--- src/rtl/adex_spike_isi_monitor.sv ---
// adex_spike_isi_monitor
// Measures inter-spike intervals of the AdEx core in enabled clock cycles.
// The intervals go into a small FIFO, and the head word is streamed out
// MSB nibble first. An external master paces the stream with rising edges
// on rd_ack.
//
// state | meaning
// IDLE  | no word on the port; load the FIFO head as soon as one exists
// SEND  | latched head word is shown one nibble at a time; final ack pops it
`timescale 1ns/1ps
module adex_spike_isi_monitor #(
  parameter int TS_W       = 12,
  parameter int FIFO_DEPTH = 4
) (
  input  logic                          clk,
  input  logic                          reset,
  input  logic                          enable_core,
  input  logic                          spike_in,
  input  logic                          rd_ack,
  output logic [3:0]                    nib_out,
  output logic                          nib_valid,
  output logic [$clog2(FIFO_DEPTH):0]   fifo_level,
  output logic                          overflow,
  output logic [7:0]                    spike_count
);

  localparam int NIBS = TS_W / 4;
  localparam int AW   = $clog2(FIFO_DEPTH);
  localparam int IW   = (NIBS > 1) ? $clog2(NIBS) : 1;

  localparam logic [TS_W-1:0] ISI_MAX  = '1;
  localparam logic [AW:0]     LVL_FULL = (AW+1)'(FIFO_DEPTH);
  localparam logic [IW-1:0]   IDX_TOP  = IW'(NIBS - 1);

  typedef enum logic {IDLE, SEND} state_t;

  state_t                    state;
  logic                      spike_prev;
  logic                      ack_prev;
  logic [TS_W-1:0]           isi_cnt;
  logic [NIBS-1:0][3:0]      mem [FIFO_DEPTH];
  logic [AW-1:0]             wr_ptr;
  logic [AW-1:0]             rd_ptr;
  logic [NIBS-1:0][3:0]      shreg;
  logic [IW-1:0]             nib_idx;

  logic spike_ev;
  logic ack_ev;
  logic pop;
  logic full;
  logic push_ok;

  // Event detection and FIFO handshake decisions for this cycle.
  always_comb begin
    spike_ev = spike_in & ~spike_prev & enable_core;
    ack_ev   = rd_ack & ~ack_prev;
    pop      = (state == SEND) && ack_ev && (nib_idx == '0);
    full     = (fifo_level == LVL_FULL);
    // A pop in the same cycle frees the slot the push needs, even when full.
    push_ok  = spike_ev && (!full || pop);
  end

  // Input history for edge detection; tracked whether or not the core runs.
  always_ff @(posedge clk) begin
    if (reset) begin
      spike_prev <= 1'b0;
      ack_prev   <= 1'b0;
    end else begin
      spike_prev <= spike_in;
      ack_prev   <= rd_ack;
    end
  end

  // Interval counter: counts enabled cycles, restarts at 1 on each spike, saturates.
  always_ff @(posedge clk) begin
    if (reset) begin
      isi_cnt <= '0;
    end else if (enable_core) begin
      if (spike_ev) begin
        isi_cnt <= TS_W'(1);
      end else if (isi_cnt != ISI_MAX) begin
        isi_cnt <= isi_cnt + 1'b1;
      end
    end
  end

  // FIFO storage; contents need no reset because level gates every read.
  always_ff @(posedge clk) begin
    if (push_ok) begin
      mem[wr_ptr] <= isi_cnt;
    end
  end

  // FIFO pointers and occupancy.
  always_ff @(posedge clk) begin
    if (reset) begin
      wr_ptr     <= '0;
      rd_ptr     <= '0;
      fifo_level <= '0;
    end else begin
      if (push_ok) begin
        wr_ptr <= wr_ptr + 1'b1;
      end
      if (pop) begin
        rd_ptr <= rd_ptr + 1'b1;
      end
      case ({push_ok, pop})
        2'b10:   fifo_level <= fifo_level + 1'b1;
        2'b01:   fifo_level <= fifo_level - 1'b1;
        default: fifo_level <= fifo_level;
      endcase
    end
  end

  // Sticky drop flag and saturating spike tally (dropped spikes still count).
  always_ff @(posedge clk) begin
    if (reset) begin
      overflow    <= 1'b0;
      spike_count <= '0;
    end else if (spike_ev) begin
      if (full && !pop) begin
        overflow <= 1'b1;
      end
      if (spike_count != 8'hFF) begin
        spike_count <= spike_count + 1'b1;
      end
    end
  end

  // Serializer: latch the head word, walk nibbles down on each ack edge.
  always_ff @(posedge clk) begin
    if (reset) begin
      state     <= IDLE;
      shreg     <= '0;
      nib_idx   <= '0;
      nib_out   <= 4'h0;
      nib_valid <= 1'b0;
    end else begin
      case (state)
        IDLE: begin
          nib_valid <= 1'b0;
          if (fifo_level != '0) begin
            shreg     <= mem[rd_ptr];
            nib_idx   <= IDX_TOP;
            nib_out   <= mem[rd_ptr][IDX_TOP];
            nib_valid <= 1'b1;
            state     <= SEND;
          end
        end
        SEND: begin
          if (ack_ev) begin
            if (nib_idx != '0) begin
              nib_idx <= nib_idx - 1'b1;
              nib_out <= shreg[nib_idx - 1'b1];
            end else begin
              nib_out   <= 4'h0;
              nib_valid <= 1'b0;
              state     <= IDLE;
            end
          end
        end
        default: begin
          nib_valid <= 1'b0;
          state     <= IDLE;
        end
      endcase
    end
  end

endmodule

--- config.mk ---
export PLATFORM = sky130hd
export DESIGN_NAME = adex_spike_isi_monitor
export DESIGN_NICKNAME = d
export VERILOG_FILES = /design/src/rtl/adex_spike_isi_monitor.sv
export SDC_FILE = /design/constraint.sdc
export NUM_CORES = 1
export LEC_CHECK = 0
export CAP_MARGIN = 15
export CORE_MARGIN = 3
export CORE_UTILIZATION = 35
export CTS_BUF_LIST = sky130_fd_sc_hd__clkbuf_16
export CTS_CLUSTER_SIZE = 8
export DETAILED_ROUTE_END_ITERATION = 10
export PLACE_DENSITY = 0.48
export SETUP_SLACK_MARGIN = 0.5
export SLEW_MARGIN = 40
export SYNTH_ARGS = -nofsm -noshare
export SYNTH_HDL_FRONTEND = slang
export SYNTH_SLANG_ARGS = --single-unit
--- constraint.sdc ---
create_clock -name clk -period 4.1 [get_ports clk]
set_input_delay 0.82 -clock clk [delete_from_list [all_inputs] [get_ports clk]]
set_output_delay 0.82 -clock clk [all_outputs]
set_load 0.01 [all_outputs]
==> reports/qor.csv <==
metric,value,unit
wl_per_cell,16.01,um
synth_nets,361,
drtAntennaViolNets,0,
cts_hold_buf,0,
path_clk_slew,0.06,ns
crit_type,in2reg,
dp_hpwl,5733,um
critical_path.max_fanout,11,
endpoint,fifo_level[2],
vias,2658,
regToRegEndpoint,fifo_level[2],
drt_first_pass_iters,4,
cts_sinks,100,
syn_area_per_cell,11.92,um2
die-area,13190,um2
p_per_area,461.1,nW/um2
place_congestion,0.7671,
slew_headroom,54.79,%
path_cells,clkdlybuf4s50_1 -> and3b_1 -> nor2_1 -> inv_1 -> fa_1 -> mux2i_1 -> mux2_1,
place_ws,0.9854,ns
worst_slew_pin_slew,0.6691,ns
layout-drive-gt1-share,9.409,%
yosys_register_bits,100,
antenna_found_initial,0,
yosysTopAreaCell,edfxtp_1,
drv_slew,0,
initial_core_util,36.02,%
cts_tree,built,
ir_drop,0.2088,mV
syn_inst,348,
r2r_cells,8,
synthesis.area,4148,um2
setup_ws,1.367,ns
hold_class,reg2reg,
cp_data_arrival_time,2.96,ns
crit_start,enable_core,
grt_max_degree,45,
cts_setup_buffers,0,
grt_pass1_vias,2634,
seq_area_frac_synth,59.85,%
fp.dieW,114.9,um
status,completed,
finalSetupViolCount,0,
grt_pass1_wl,13830,um
synth_edf_count,48,
vias_per_cell,5.161,
synthFlopType,dfxtp_1,
hold_violations,0,
synth.most_common_cell,dfxtp_1,
cts_buffers,9,
final.setup.tns,0,ns
end_kind,flop,
utilization,41.67,%
clock_latency,0.34,ns
worstReg2RegStart,nib_idx[0],
die_h,114.9,um
worst_ep_required_time,4.33,ns
cts_buffer_depth,2,
synth_common_cells,"dfxtp_1 (52), edfxtp_1 (48), a21oi_1 (34), nand2_1 (34), nor2_1 (30)",
post-route-period-util,66.67,%
max_stage_delay,0.50,ns
cts-htree-levels,3,
drcViolationCount,0,
rsz0062_at_grt,no,
yosysWarnings,0,
yosysUniqueCellTypes,49,
syn2layout_area_growth,15.69,%
nets,380,
max-cap-violations,0,
synth_top_area_share,34.75,%
synth_area_leaders,"edfxtp_1 (35%), dfxtp_1 (25%), mux4_2 (6.5%)",
coreArea,11520,um2
ctsResizeCount,0,
routed_wl,8246,um
p_leak,1.586,nW
grtUsageTotal,13.60,%
post-route-min-period,2.733,ns
fin_worst_skew,0.007486,ns
ios,22,
synthArstFlopShare,0,%
row_count,39,
drt_iter0_drc,158,
overflow,0,
fmax,365.9,MHz
crit_path_top_delay_cell,clkdlybuf4s50_1,
diodes,0,
critical_path.startpoint_type,input port,
root_buffer,clkbuf_16,
r2r_slack,1.60,ns
port_buffers,21,
-- placed cells by master, fill, tap and decap left out, types with 2 or more instances in the layout --
master            n
a2111oi_0         4
a211oi_1          7
a21oi_1          34
and2_1            6
and3_1            2
and4_1            4
buf_4             2
bufinv_16         2
clkbuf_16         9
clkdlybuf4s50_1  21
dfxtp_1          51
edfxtp_1         48
ha_1              7
inv_1            11
mux2i_1           9
mux4_2           12
nand2_1          34
nand2b_1          2
nand3_1           6
nand4_1           7
nand4b_1          2
nor2_1           29
nor2b_1           3
nor3_1            6
nor3b_1           2
o211ai_1          3
o21a_1            3
o21ai_0           6
o21ai_1           4
o41ai_1           2
or3_1             5
or4_1             2
xnor2_1           3
xor2_1            4
-- per-layer routing --
metal / up-vias / wire length [um] / GRT usage [%]
met5: - / 0 / 0
met4: 0 / 155 / 4.773
met3: 12 / 348 / 4.000
met2: 45 / 4009 / 21.45
met1: 1267 / 3732 / 17.92
li1: 1334 / - / -
-- worst max-delay path, delay by kind of cell --
kind          cells  cell delay (ns)
buf+inv           2             0.60
fa+ha+maj         1             0.38
simple gates      2             0.66
mux               2             0.49
-- sequential cells by signal, summed over array words and instances, names as in the netlist, named ones only --
signal / flops
ack_prev: 1
fifo_level: 3
isi_cnt: 12
mem: 48
nib_idx: 2
nib_out: 4
nib_valid: 1
overflow: 1
rd_ptr: 2
shreg: 12
spike_count: 8
spike_prev: 1
state: 1
wr_ptr: 2
-- final cells by class --
class	instances	area, um2
Clock inverter	7	91.34
Inverter	11	41.29
Tap cell	143	178.9
Multi-Input combinational cell	222	1553
Timing Repair Buffer	23	225.2
Clock buffer	9	225.2
Sequential cell	100	2484
Fill cell	1114	6718
-- where the power goes --
| part | switching, mW | total (mW) | internal, mW | leakage [nW] |
|---|---|---|---|---|
| Combinational | 0.117 | 0.208 | 0.0911 | 0.554 |
| Sequential | 0.0323 | 1.11 | 1.08 | 0.875 |
| Clock | 0.357 | 0.889 | 0.533 | 0.157 |
-- stage by stage --
stage / cell area [um2] / hold WS [ns] / instances / power (mW)
5_1_grt: 4798 / 0.4726 / 515 / 2.324
3_5_place_dp: 4482 / 0.4506 / 499 / 1.350
4_1_cts: 4798 / 0.4598 / 515 / 2.253
3_3_place_gp: 4478 / 0.4446 / 499 / 1.346
2_1_floorplan: 4148 / 0.4357 / 348 / 1.277
6_report: 4798 / 0.4564 / 515 / 2.212
-- logic make-up (layout without fill, tap and decap cells) --
group	count (synthesis)	after routing	share of synthesized area (%)
buf+inv	26	50	2.775
compound gates	67	67	9.864
mux	22	22	8.959
simple gates	118	118	14.48
fa+ha+maj	8	8	2.594
flops	100	100	59.85
xor+xnor	7	7	1.478
-- worst min path at each step --
stage                 to  slack, ns      start  cells after the start
2_1_floorplan  shreg[10]       0.44  shreg[10]                      2
3_3_place_gp    shreg[0]       0.44   shreg[0]                      2
3_5_place_dp    shreg[0]       0.45   shreg[0]                      2
4_1_cts         shreg[0]       0.46   shreg[0]                      2
5_1_grt         shreg[0]       0.47   shreg[0]                      2
6_report        shreg[8]       0.46   shreg[8]                      2
Power figures use the tool's default switching activity.
==> RTL edit (config.mk and constraints unchanged) <==
Change the parameter `FIFO_DEPTH` from 4 to 8.
--- a/src/rtl/adex_spike_isi_monitor.sv
+++ b/src/rtl/adex_spike_isi_monitor.sv
@@ -12,3 +12,3 @@
   parameter int TS_W       = 12,
-  parameter int FIFO_DEPTH = 4
+  parameter int FIFO_DEPTH = 8
 ) (
Ports: changed (resized fifo_level); port bits go from 22 to 23. No check against the original RTL was run, so the function may have changed too.
==> RTL edit against the original RTL <==
- synthesized cell count increased by 23%
- core utilization up 1.2 points
- routed wire length up 57%
- highest routed layer unchanged
- power up 66%
- first-iteration DRC count increased by 68%
- sequential cell count is 52 higher
- largest power group unchanged
- area after synthesis increased by 47%
- worst setup slack better by 17 ps
- final area up 50%
- hold slack gained 16 ps
==> RTL edit: results (changes against the original RTL) <==
- The flow ran to the end, and the final reports show no timing, DRC or antenna violations.
- The largest vdd supply drop is 298 uV (+43%).
- In this run the worst hold path is classified as reg2reg.
- Ranked by total cell area, the synthesized netlist is headed by sky130_fd_sc_hd__edfxtp_1, sky130_fd_sc_hd__dfxtp_1, sky130_fd_sc_hd__mux4_2.
- The leakage power is 2.32 nW (+46%).
- The final weighted congestion in routability-driven placement is 0.760 (-0.99%).
- The met3 routed wirelength is 393 um (+13%).
- The largest registers in the layout are mem: 96 flops, isi_cnt: 12 flops, shreg: 12 flops.
- The post-detailed-placement half-perimeter wirelength is 8.37 mm (+46%).
- The part of the Yosys area used for sequential elements is 0.655 (+0.0564).
- The clock latency of the later-clocked register in the worst-skew pair is 410 ps (+70 ps).
- The routed length per placed instance came to 18.6 um (+16%).
- The count of flip-flops with a built-in enable after synthesis is 96 (+100%).
- The length of routed met2 wiring was 6.28 mm (+57%).
- The arrival time of data at the critical path endpoint came to 3020 ps (+60 ps).
- The total iterations of the first detailed-routing run is 5 (+1).
- The routing usage on met2 is 0.227 (+0.0126).
- The detailed router's first-iteration violation count is 266 (+68%).
- The slew at the pin closest to its max-slew limit is 595 ps (-74.1 ps).
- The H-tree depth was 4 (+1).
- The number of inserted filler cells in the final layout is 1,570 (+41%).
- The synthesized netlist net count is 440 (+22%).
- The commonest cells after synthesis are sky130_fd_sc_hd__edfxtp_1, sky130_fd_sc_hd__dfxtp_1, sky130_fd_sc_hd__nor2_1.
- The cell-internal power is 2.85 mW (+67%).
- The clock transition at the registers of the reported paths was 60 ps (about the same).
- The source of the worst register-to-register timing path is nib_idx[0]$_SDFFE_PP0P_.
- The number of input and output port buffers inserted is 22 (+4.8%).
- The worst setup path endpoint is fifo_level[2]$_SDFFE_PP0P_.
- The CTS buffer count is 17 (+8).
- The worst clock skew on the final layout is 7.54 ps (+0.0555 ps).
- The final net count came to 475 (+25%).
- The wire length on met1 was 6.14 mm (+65%).
- The number of global-route vias before repair is 3,693 (+40%).
- The number of distinct library cells after synthesis is 54 (+10%).
- The met1 track demand over resource in global routing is 0.187 (+0.00753).
- The critical-path maximum fanout is 10 (-1).
- The count of cells along the worst register-to-register path was 9 (+1).
- The most frequently used flop master after synthesis is sky130_fd_sc_hd__edfxtp_1.
- The layout cell share with drive strength beyond 1 is 0.156 (+0.0617).
- The met3 usage was 0.0394 (-0.000635).
- The instance area at placement is 6620 um2 (+48%).
- The global-route wire length before repair is 20.7 mm (+50%).
- The global router's overall resource usage is 0.140 (+0.00415).
[RTL edit: critical path: stages]
cell and delay [ps]:
sky130_fd_sc_hd__clkdlybuf4s50_1 570, sky130_fd_sc_hd__and3b_1 500, sky130_fd_sc_hd__nor2_1 210, sky130_fd_sc_hd__xnor2_1 190, sky130_fd_sc_hd__ha_1 190, sky130_fd_sc_hd__nor2_1 40, sky130_fd_sc_hd__a22oi_1 160, sky130_fd_sc_hd__mux2_1 330
[RTL edit: how the worst min path moves through the flow]
stage                           startpoint                     end  slack, ps  cells past startpoint
CTS                 rd_ptr[1]$_SDFFE_PP0P_               flip-flop        480                      2
floorplan           rd_ptr[1]$_SDFFE_PP0P_               flip-flop        450                      2
detailed placement  nib_valid$_SDFFE_PP0P_  nib_valid$_SDFFE_PP0P_        470                      1
finish              nib_valid$_SDFFE_PP0P_  nib_valid$_SDFFE_PP0P_        470                      1
global route        nib_valid$_SDFFE_PP0P_  nib_valid$_SDFFE_PP0P_        500                      1
global placement    nib_valid$_SDFFE_PP0P_  nib_valid$_SDFFE_PP0P_        450                      1
[RTL edit: power by group through the flow]
stage | Sequential, mW | Clock (mW) | Combinational (mW)
6_report | 1.74 | 1.56 | 0.369
3_3_place_gp | 1.77 | 0 | 0.374
4_1_cts | 1.74 | 1.60 | 0.376
2_1_floorplan | 1.76 | 0 | 0.256
5_1_grt | 1.75 | 1.67 | 0.414
3_5_place_dp | 1.77 | 0 | 0.374
[RTL edit: cells by family (layout without fill, tap and decap cells)]
kind of cell	after synthesis	count (layout)	share of synthesized area
AND/OR/NAND/NOR	124	124	0.107
buffers and inverters	29	75	0.0217
AO/OA/AOI/OAI	69	69	0.0753
flip-flops	152	152	0.655
adder cells (fa/ha/maj)	6	6	0.0123
XOR/XNOR	6	6	0.00860
multiplexers	43	43	0.121
[RTL edit: through the flow]
stage / power [mW] / cells / utilization / hold WS [ps] / worst slack, ps
finish: 3.67 / 695 / 0.429 / 472 / 1380
global route: 3.84 / 695 / 0.429 / 504 / 1220
CTS: 3.71 / 695 / 0.429 / 479 / 1380
detailed placement: 2.14 / 665 / 0.394 / 466 / 942
global placement: 2.14 / 665 / 0.393 / 455 / 1050
floorplan: 2.02 / 429 / - / 454 / 1370
[RTL edit: layout make-up]
| cell class | count | area, um2 | area share |
|---|---|---|---|
| Multi-Input combinational cell | 248 | 2000 | 0.277 |
| Clock buffer | 17 | 425 | 0.0590 |
| Timing Repair Buffer | 34 | 305 | 0.0423 |
| Sequential cell | 152 | 4010 | 0.555 |
| Inverter | 11 | 41.3 | 0.00572 |
| Clock inverter | 13 | 164 | 0.0227 |
| Tap cell | 220 | 275 | 0.0382 |
